File: src/rtl/usb_rx_unstuff_assembler_if.sv
// Receive-path bundle between the NRZI decoder side and the packet/PID layer.
// pkt_len (and LEN_W) exist only when RX_PKT_LEN_EN is defined.
interface usb_rx_unstuff_assembler_if;
`ifdef RX_PKT_LEN_EN
    parameter int LEN_W = 7;
`endif

    logic       bit_strobe;
    logic       d_bit;
    logic       eop;
    logic [7:0] rx_data;
    logic       byte_valid;
    logic       rcving;
    logic       pkt_done;
    logic       stuff_err;
    logic       byte_err;
`ifdef RX_PKT_LEN_EN
    logic [LEN_W-1:0] pkt_len;
`endif

    modport master (
        output bit_strobe, d_bit, eop,
`ifdef RX_PKT_LEN_EN
        input  pkt_len,
`endif
        input  rx_data, byte_valid, rcving, pkt_done, stuff_err, byte_err
    );

    modport slave (
        input  bit_strobe, d_bit, eop,
`ifdef RX_PKT_LEN_EN
        output pkt_len,
`endif
        output rx_data, byte_valid, rcving, pkt_done, stuff_err, byte_err
    );
endinterface

File: src/rtl/usb_rx_unstuff_assembler.sv
// USB RX SYNC hunt, bit unstuffing and LSB-first byte assembly.
// Optional byte counter on pkt_len enabled by the RX_PKT_LEN_EN macro.
//
// state    | meaning
// IDLE     | hunting for SYNC (00000001) in the decoded bit stream
// DATA     | inside a packet: unstuffing and assembling bytes
// ERR_WAIT | stuffing violation seen, discarding bits until EOP
// EOP_WAIT | EOP handled, waiting for the bus to leave SE0
module usb_rx_unstuff_assembler #(
    parameter int STUFF_LIMIT = 6
`ifdef RX_PKT_LEN_EN
    , parameter int LEN_W = 7
`endif
) (
    input  logic                          clk,
    input  logic                          n_rst,
    usb_rx_unstuff_assembler_if.slave     bus
);
    localparam int                ONES_W    = $clog2(STUFF_LIMIT + 1);
    localparam logic [ONES_W-1:0] STUFF_MAX = ONES_W'(STUFF_LIMIT);
    localparam logic [7:0]        SYNC_PAT  = 8'h80;

    typedef enum logic [1:0] {
        IDLE     = 2'd0,
        DATA     = 2'd1,
        ERR_WAIT = 2'd2,
        EOP_WAIT = 2'd3
    } state_t;

    state_t            state_q;
    logic [7:0]        sr_q;
    logic [7:0]        sr_d;
    logic [2:0]        bit_cnt_q;
    logic [ONES_W-1:0] ones_cnt_q;
    logic [7:0]        rx_data_q;
    logic              byte_valid_q;
    logic              rcving_q;
    logic              pkt_done_q;
    logic              stuff_err_q;
    logic              byte_err_q;
`ifdef RX_PKT_LEN_EN
    logic [LEN_W-1:0]  pkt_len_q;
`endif

    assign sr_d = {bus.d_bit, sr_q[7:1]};

    always_ff @(posedge clk or negedge n_rst) begin
        if (!n_rst) begin
            state_q      <= IDLE;
            sr_q         <= 8'hFF;
            bit_cnt_q    <= 3'd0;
            ones_cnt_q   <= '0;
            rx_data_q    <= 8'h00;
            byte_valid_q <= 1'b0;
            rcving_q     <= 1'b0;
            pkt_done_q   <= 1'b0;
            stuff_err_q  <= 1'b0;
            byte_err_q   <= 1'b0;
`ifdef RX_PKT_LEN_EN
            pkt_len_q    <= '0;
`endif
        end else begin
            byte_valid_q <= 1'b0;
            pkt_done_q   <= 1'b0;
            stuff_err_q  <= 1'b0;
            byte_err_q   <= 1'b0;
            case (state_q)
                IDLE: begin
                    if (bus.bit_strobe) begin
                        sr_q <= sr_d;
                        if (sr_d == SYNC_PAT) begin
                            state_q    <= DATA;
                            rcving_q   <= 1'b1;
                            bit_cnt_q  <= 3'd0;
                            // The SYNC's trailing 1 already counts toward stuffing.
                            ones_cnt_q <= ONES_W'(1);
`ifdef RX_PKT_LEN_EN
                            pkt_len_q  <= '0;
`endif
                        end
                    end
                end
                DATA: begin
                    if (bus.eop) begin
                        rcving_q <= 1'b0;
                        state_q  <= EOP_WAIT;
                        if (bit_cnt_q == 3'd0) pkt_done_q <= 1'b1;
                        else                   byte_err_q <= 1'b1;
                    end else if (bus.bit_strobe) begin
                        if (ones_cnt_q == STUFF_MAX) begin
                            if (bus.d_bit) begin
                                stuff_err_q <= 1'b1;
                                rcving_q    <= 1'b0;
                                state_q     <= ERR_WAIT;
                            end else begin
                                ones_cnt_q <= '0;
                            end
                        end else begin
                            sr_q       <= sr_d;
                            ones_cnt_q <= bus.d_bit ? ones_cnt_q + ONES_W'(1) : '0;
                            bit_cnt_q  <= bit_cnt_q + 3'd1;
                            if (bit_cnt_q == 3'd7) begin
                                rx_data_q    <= sr_d;
                                byte_valid_q <= 1'b1;
`ifdef RX_PKT_LEN_EN
                                if (pkt_len_q != '1) pkt_len_q <= pkt_len_q + LEN_W'(1);
`endif
                            end
                        end
                    end
                end
                ERR_WAIT: begin
                    if (bus.eop) state_q <= EOP_WAIT;
                end
                EOP_WAIT: begin
                    if (!bus.eop) begin
                        state_q    <= IDLE;
                        sr_q       <= 8'hFF;
                        ones_cnt_q <= '0;
                        bit_cnt_q  <= 3'd0;
                    end
                end
                default: state_q <= IDLE;
            endcase
        end
    end

    assign bus.rx_data    = rx_data_q;
    assign bus.byte_valid = byte_valid_q;
    assign bus.rcving     = rcving_q;
    assign bus.pkt_done   = pkt_done_q;
    assign bus.stuff_err  = stuff_err_q;
    assign bus.byte_err   = byte_err_q;
`ifdef RX_PKT_LEN_EN
    assign bus.pkt_len    = pkt_len_q;
`endif
endmodule

File: src/flat_wrapper.sv
// flat-port wrapper written by rule: the top's interface ports become plain ports
module usb_rx_unstuff_assembler_flat 
#(
    parameter int STUFF_LIMIT = 6

)
  (clk, n_rst, bus_bit_strobe, bus_d_bit, bus_eop, bus_rx_data, bus_byte_valid, bus_rcving, bus_pkt_done, bus_stuff_err, bus_byte_err);
  usb_rx_unstuff_assembler_if bus_i ();
  input  logic clk;
  input  logic n_rst;
  input wire logic [$bits(bus_i.bit_strobe)-1:0] bus_bit_strobe;
  input wire logic [$bits(bus_i.d_bit)-1:0] bus_d_bit;
  input wire logic [$bits(bus_i.eop)-1:0] bus_eop;
  output wire logic [$bits(bus_i.rx_data)-1:0] bus_rx_data;
  output wire logic [$bits(bus_i.byte_valid)-1:0] bus_byte_valid;
  output wire logic [$bits(bus_i.rcving)-1:0] bus_rcving;
  output wire logic [$bits(bus_i.pkt_done)-1:0] bus_pkt_done;
  output wire logic [$bits(bus_i.stuff_err)-1:0] bus_stuff_err;
  output wire logic [$bits(bus_i.byte_err)-1:0] bus_byte_err;
  assign bus_i.bit_strobe = bus_bit_strobe;
  assign bus_i.d_bit = bus_d_bit;
  assign bus_i.eop = bus_eop;
  assign bus_rx_data = bus_i.rx_data;
  assign bus_byte_valid = bus_i.byte_valid;
  assign bus_rcving = bus_i.rcving;
  assign bus_pkt_done = bus_i.pkt_done;
  assign bus_stuff_err = bus_i.stuff_err;
  assign bus_byte_err = bus_i.byte_err;
  usb_rx_unstuff_assembler #(.STUFF_LIMIT(STUFF_LIMIT)) u_core (.clk(clk), .n_rst(n_rst), .bus(bus_i));
endmodule
File: config.mk
export PLATFORM = sky130hd
export DESIGN_NAME = usb_rx_unstuff_assembler_flat
export DESIGN_NICKNAME = d
export VERILOG_FILES = /design/src/rtl/usb_rx_unstuff_assembler_if.sv /design/src/rtl/usb_rx_unstuff_assembler.sv /design/src/flat_wrapper.sv
export SDC_FILE = /design/constraint.sdc
export NUM_CORES = 1
export LEC_CHECK = 0
export ABC_AREA = 1
export BUFFER_PORTS_ARGS = -buffer_cell sky130_fd_sc_hd__buf_2
export CORE_MARGIN = 4
export CORE_UTILIZATION = 62
export DETAILED_ROUTE_END_ITERATION = 8
export PLACE_DENSITY_LB_ADDON = 0.05
export RECOVER_POWER = 100
export SLEW_MARGIN = 20
export SYNTH_ARGS = -nofsm -noshare
export SYNTH_HDL_FRONTEND = slang
export SYNTH_SLANG_ARGS = --single-unit
File: constraint.sdc
create_clock -name clk -period 2.81 [get_ports clk]
set_input_delay 0.281 -clock clk [delete_from_list [all_inputs] [get_ports clk]]
set_output_delay 0.281 -clock clk [all_outputs]
set_load 0.03 [all_outputs]
==> results.json, run 1 <==
{
  "grt_pass1_vias": 1153,
  "fin_cells": 229,
  "power.leakage_nw": 0.8439,
  "synth_cells": 182,
  "clockRootBuffer": "clkbuf_4",
  "yosys.cell_count.top_type": "nand2_1",
  "p_int_w": 0.0009575,
  "worstPathRequired_ns": 3.07,
  "drc": 0,
  "clock-sinks": 28,
  "port-buffer-count": 17,
  "ios": 18,
  "rsz0062_at_grt": "no",
  "area_growth_pct": 3.309,
  "cp-start-kind": "register",
  "drive_gt1_frac": 0.1407,
  "use_met2": 0.3126,
  "crit_chain": "inv_1 > ha_1 > inv_6 > nor2_1 > nor2_1 > nand2_1 > o21ai_0",
  "finalWeightedCongestion": 0.8498,
  "die_area_mm2": 0.003435,
  "cts_buffers": 3,
  "yosysTopAreaCell": "dfrtp_1",
  "finalCritPeriodShare": 0.7486,
  "antenna_found_initial": 0,
  "crit_path_end_kind": "register",
  "overflow": 0,
  "skew_ns": 0.01034,
  "syn_nets": 197,
  "hold_violations": 0,
  "vias_per_cell": 5.279,
  "path_delay_family": "simple AND/OR/NAND/NOR gates",
  "post-route-min-period_ns": 2.104,
  "num_vias": 1209,
  "yosys_warnings": 0,
  "p_per_area_mw_per_mm2": 1034,
  "grt.busiest_layer": "met2",
  "drtIter0Drc": 35,
  "grt_pass1_wl_um": 5002,
  "switchingPower_w": 0.0007392,
  "core_mm2": 0.002455,
  "synth-seq-cells": 28,
  "dieWidth_um": 58.61,
  "initial_core_util": 0.6468,
  "netlist_top_cells_area": "dfrtp_1 (33%), nand2_1 (12%), dfstp_2 (12%), ha_1 (7.9%), o21ai_2 (7.7%)",
  "slew_headroom": 0.01691,
  "final.setup.tns_ns": 0,
  "critPathMaxFanout": 14,
  "ant_nets": 0,
  "fmax_mhz": 475.4,
  "rows": 18,
  "final_core_util": 0.6682,
  "wire_per_inst_um": 12.93,
  "track_usage": 0.1921,
  "finalMaxSlewViolations": 0,
  "syn_area_per_cell_um2": 8.724,
  "power_switching_share": 0.4357,
  "slowest_stage": "dfrtp_1",
  "clockBufferDepth": 2,
  "htreeDepth": 1,
  "clk_pin_slew_worst_paths_ns": 0.16,
  "timing.critical_path.buf_inv": 2,
  "status": "finished clean",
  "met1_usage": 0.2518,
  "crit_path_max_incr_delay_ns": 0.46,
  "final-seq-area_um2": 709.4,
  "dp_cells": 224,
  "crit_top_cell": "nor2_1",
  "synthTopCellsByCount": "nand2_1 (50), dfrtp_1 (21), nor2_1 (21)",
  "nets": 215,
  "combPwrFrac": 0.466,
  "fin_ws_ns": 0.7065,
  "die_h_um": 58.61,
  "worst_pin_slew_ns": 1.475,
  "synth-main-ff-cell": "dfrtp_1",
  "place_ws_ns": 0.9235,
  "critical_path_class": "reg -> reg",
  "min_path_type": "in -> reg",
  "synth-edff-count": 0,
  "ir_drop_mv": 0.6865,
  "cts_setup_buffers": 0,
  "cts_tree": "done",
  "clk-insertion-delay-late_ns": 0.34,
  "antennaDiodeCount": 0,
  "globalRouteMet3Util": 0.02632,
  "grt_max_degree": 29,
  "wirelength_um": 2962,
  "setup_viol": 0,
  "clock_power_share": 0.157,
  "arrival_ns": 2.37,
  "drv_cap": 0,
  "yosysTopAreaCellShare": 0.3310,
  "synth_cell_types": 23,
  "yosysSeqAreaShare": 0.4468,
  "firstDrtPassIters": 4,
  "pwr-share-seq": 0.377,
  "multi_input_area_um2": 683.2,
  "netlist_area_mm2": 0.001588,
  "dp_hpwl_um": 2110,
  "nFillCells": 226,
  "async_flop_share": 1.000
}
-- per-stage QoR --
stage	power (W)	hold WS [ns]	area [um2]
6_report	0.001697	0.2345	1640
5_1_grt	0.001840	0.2349	1640
4_1_cts	0.001784	0.2225	1723
3_5_place_dp	0.001506	0.3247	1660
3_3_place_gp	0.001469	0.3128	1660
2_1_floorplan	0.001388	-0.01459	1588
-- repair_timing --
item | CTS | global route
hold buffers | 1 | 0
endpoints found under the hold margin | 21 | 0
resized for setup | 0 | 0
-- registers in the layout (all words and copies together) (netlist names) --
name and flops:
u_core.bit_cnt_q 3, u_core.bus.byte_err 1, u_core.bus.byte_valid 1, u_core.bus.pkt_done 1, u_core.bus.rcving 1, u_core.bus.rx_data 8
u_core.bus.stuff_err 1, u_core.ones_cnt_q 3, u_core.sr_q 7, u_core.state_q 2
-- cells by family (layout without fill, tap and decap cells) --
group           after synthesis  in the layout  synth area share
compound gates               19             19            0.1040
xor+xnor                      1              1          0.005517
fa+ha+maj                    10             10           0.07880
buf+inv                      25             42           0.08195
flops                        28             28            0.4468
simple gates                 99             99            0.2829
-- worst reg2reg max path: stages (launching register included) --
cell and delay [ns]:
dfrtp_1 0.46, inv_1 0.09, ha_1 0.33, inv_6 0.13
nor2_1 0.05, nor2_1 0.29, nand2_1 0.40, o21ai_0 0.30
-- area by class of cell --
| class | instances | area share |
|---|---|---|
| Clock buffer | 3 | 0.01373 |
| Clock inverter | 1 | 0.01831 |
| Inverter | 20 | 0.04882 |
| Multi-Input combinational cell | 129 | 0.4165 |
| Sequential cell | 28 | 0.4325 |
| Tap cell | 30 | 0.02288 |
| Timing Repair Buffer | 18 | 0.04729 |
-- power groups by stage --
stage | sequential, W | clock [W] | combinational (W)
after floorplan | 0.000655 | 0 | 0.000733
after global placement | 0.000639 | 0 | 0.000830
after detailed placement | 0.000646 | 0 | 0.000860
after CTS | 0.000638 | 0.000271 | 0.000875
after global routing | 0.000657 | 0.000286 | 0.000896
final | 0.000640 | 0.000267 | 0.000790
-- cells in the final DEF (no fill, tap or decap), types with 2 or more instances in the layout --
cell      instances
nand3_1           5
nand4_1          10
clkbuf_4          3
o21ai_0          11
nand2_2           5
nor2_1           24
dfrtp_1          21
a21oi_1           2
buf_2             3
o21ai_2           4
clkbuf_1         14
nand2_1          52
dfstp_2           7
ha_1             10
inv_1            19
-- path summary, 6_finish.rpt --
check	slack, ns	startpoint	endpoint	cells after the start
worst max register to register	0.71	u_core.state_q[1]	u_core.sr_q[1]	7
max in group asynchronous	1.15	n_rst	u_core.bus.rcving	2
worst max-delay path	0.71	u_core.state_q[1]	u_core.sr_q[1]	7
worst min-delay path	0.23	bus_d_bit	u_core.bus.rx_data[7]	3
min in group asynchronous	0.80	n_rst	u_core.bus.rx_data[3]	2
worst min register to register	0.49	u_core.sr_q[3]	u_core.sr_q[3]	2
-- metal layers --
metal | up-vias | routed length (um)
li1 | 609 | -
met1 | 567 | 1388
met2 | 29 | 1366
met3 | 4 | 155
met4 | 0 | 52
met5 | - | 0
Power figures use the tool's default switching activity.
==> inputs of run 2 (changes only) <==
Settings changed: CORE_UTILIZATION 62 to 52.
Clock period 2.81 ns to 1.8 ns, I/O delays scaled along.
==> run 2 against run 1 <==
Against the previous run:
- power increased by 52%
- final cell count is 1.7% higher
- clock skew fell by 0.0032 ns
- global-route usage decreased by 2.5 points
- utilization fell by 7.8 points
- sequential power up 56%
- fmax grew 30%
- die area increased by 16%
- hold slack worse by 0.096 ns
- sequential share of layout area fell by 0.70 points
- largest cell class is now multi-input gates
==> results.json, run 2 (same netlist as run 1, synthesis figures left out) <==
{
  "finalWeightedCongestion": 0.8349,
  "port-buffer-count": 17,
  "grt_pass1_vias": 1183,
  "rr_endpoint": "u_core.sr_q[2]",
  "cp-start-kind": "register",
  "worstPathRequired_ns": 2.07,
  "rows": 19,
  "crit_top_cell": "inv_1",
  "crit_chain": "inv_1 > ha_1 > inv_1 > nor2_2 > a21oi_2 > nand2_4 > nand2_1 > o21ai_2",
  "setup_viol": 0,
  "antenna_found_initial": 0,
  "startpoint": "u_core.state_q[0]",
  "crit_path_max_incr_delay_ns": 0.47,
  "nets": 218,
  "worst_pin_slew_ns": 0.6718,
  "holdCritStartpoint": "bus_d_bit",
  "ios": 18,
  "num_vias": 1218,
  "fmax_mhz": 617.9,
  "ir_drop_mv": 0.9297,
  "clk-insertion-delay-late_ns": 0.33,
  "grt_pass1_wl_um": 5395,
  "critical_path_class": "reg -> reg",
  "drtIter0Drc": 68,
  "multi_input_area_um2": 716.9,
  "antennaDiodeCount": 0,
  "track_usage": 0.1672,
  "power.leakage_nw": 0.8523,
  "final-seq-area_um2": 710.7,
  "vias_per_cell": 5.227,
  "htreeDepth": 1,
  "dp_hpwl_um": 2191,
  "hold_violations": 0,
  "area_growth_pct": 5.201,
  "power.total_w": 0.002585,
  "clk_pin_slew_worst_paths_ns": 0.15,
  "nFillCells": 293,
  "slowest_stage": "dfrtp_2",
  "cts_setup_buffers": 0,
  "wirelength_um": 2899,
  "cts_tree": "done",
  "overflow": 0,
  "die_h_um": 63.26,
  "place_ws_ns": 0.1619,
  "arrival_ns": 1.89,
  "crit_path_end_kind": "register",
  "critPathMaxFanout": 14,
  "cts_buffers": 3,
  "final.setup.tns_ns": 0,
  "r2r_start": "u_core.state_q[0]",
  "wire_per_inst_um": 12.44,
  "firstDrtPassIters": 5,
  "initial_core_util": 0.5613,
  "post-route-min-period_ns": 1.618,
  "rrSetupSlack_ns": 0.18,
  "finalMaxSlewViolations": 0,
  "skew_ns": 0.007158,
  "clock-sinks": 28,
  "die_area_mm2": 0.004001,
  "fin_ws_ns": 0.1816,
  "final_common_cell": "nand2_1",
  "crit_end": "u_core.sr_q[2]",
  "core_mm2": 0.002829,
  "finalCritPeriodShare": 0.8991,
  "drc": 0,
  "clockRootBuffer": "clkbuf_4",
  "grt_max_degree": 29,
  "rsz0062_at_grt": "no",
  "layout_common_cells": "nand2_1 (53), nor2_1 (21), dfrtp_1 (20)",
  "drive_gt1_frac": 0.1832,
  "slew_headroom": 0.5521,
  "drv_cap": 0,
  "ant_nets": 0,
  "min_path_type": "in -> reg",
  "clockBufferDepth": 2,
  "p_per_area_mw_per_mm2": 1547,
  "status": "finished clean",
  "largest_reg_flops": 8,
  "worstRegToRegCells": 8,
  "whs_ns": 0.1387,
  "dieWidth_um": 63.26
}
## run 2: changes by cell type in the layout (fill, tap and decap cells not counted), moves of 2 or more
cell,previous run,this run
nand2_2,5,3
nor2_4,0,2
o21ai_0,11,8
o21ai_2,4,7
nor2_1,24,21
buf_4,0,2
## run 2: final cells by class
cell class,instances,share of cell area
well taps,31,0.02322
flip-flops and latches,28,0.4255
clock buffers,4,0.01573
inverters,20,0.04794
multi-input cells,129,0.4292
repair buffers,21,0.05843
## run 2: layer usage
metal | up-vias | routed length, um | track usage
li1 | 619 | - | -
met1 | 573 | 1425 | 0.2251
met2 | 22 | 1313 | 0.2648
met3 | 4 | 119 | 0.03197
met4 | 0 | 41 | 0.06739
met5 | - | 0 | 0
## run 2: power breakdown
group	total, W	internal (W)	switching, W
combinational	0.00132	0.000460	0.000858
clock	0.000268	0.0000869	0.000181
sequential	0.00100	0.000860	0.000140
total	0.00258	0.00141	0.00118
## run 2: stage by stage
step / cells / utilization / area, um2
after floorplan: 182 / - / 1588
after global placement: 228 / 0.5953 / 1684
after detailed placement: 228 / 0.5953 / 1684
after CTS: 233 / 0.6081 / 1720
after global routing: 233 / 0.5904 / 1670
final: 233 / 0.5904 / 1670
## run 2: critical path, delay by kind of cell (launching register included)
| family | cells | cell delay (ns) |
|---|---|---|
| flip-flops | 1 | 0.47 |
| AND/OR/NAND/NOR | 3 | 0.47 |
| adder cells (fa/ha/maj) | 1 | 0.26 |
| buffers and inverters | 2 | 0.21 |
| AO/OA/AOI/OAI | 2 | 0.13 |
## run 2: repair_timing
item	in CTS	in global routing
endpoints found under the setup margin	0	12
hold buffers	1	0
resized for setup	0	3
hold endpoints to repair	21	0
## run 2: how the worst min path moves through the flow
stage | slack (ns) | cells past startpoint | end
6_report | 0.14 | 3 | u_core.bus.rx_data[7]
5_1_grt | 0.14 | 3 | u_core.bus.rx_data[7]
4_1_cts | 0.13 | 3 | u_core.bus.rx_data[7]
3_5_place_dp | 0.23 | 1 | u_core.bus.rx_data[4]
3_3_place_gp | 0.22 | 1 | u_core.bus.rx_data[3]
2_1_floorplan | -0.12 | 0 | u_core.bit_cnt_q[0]
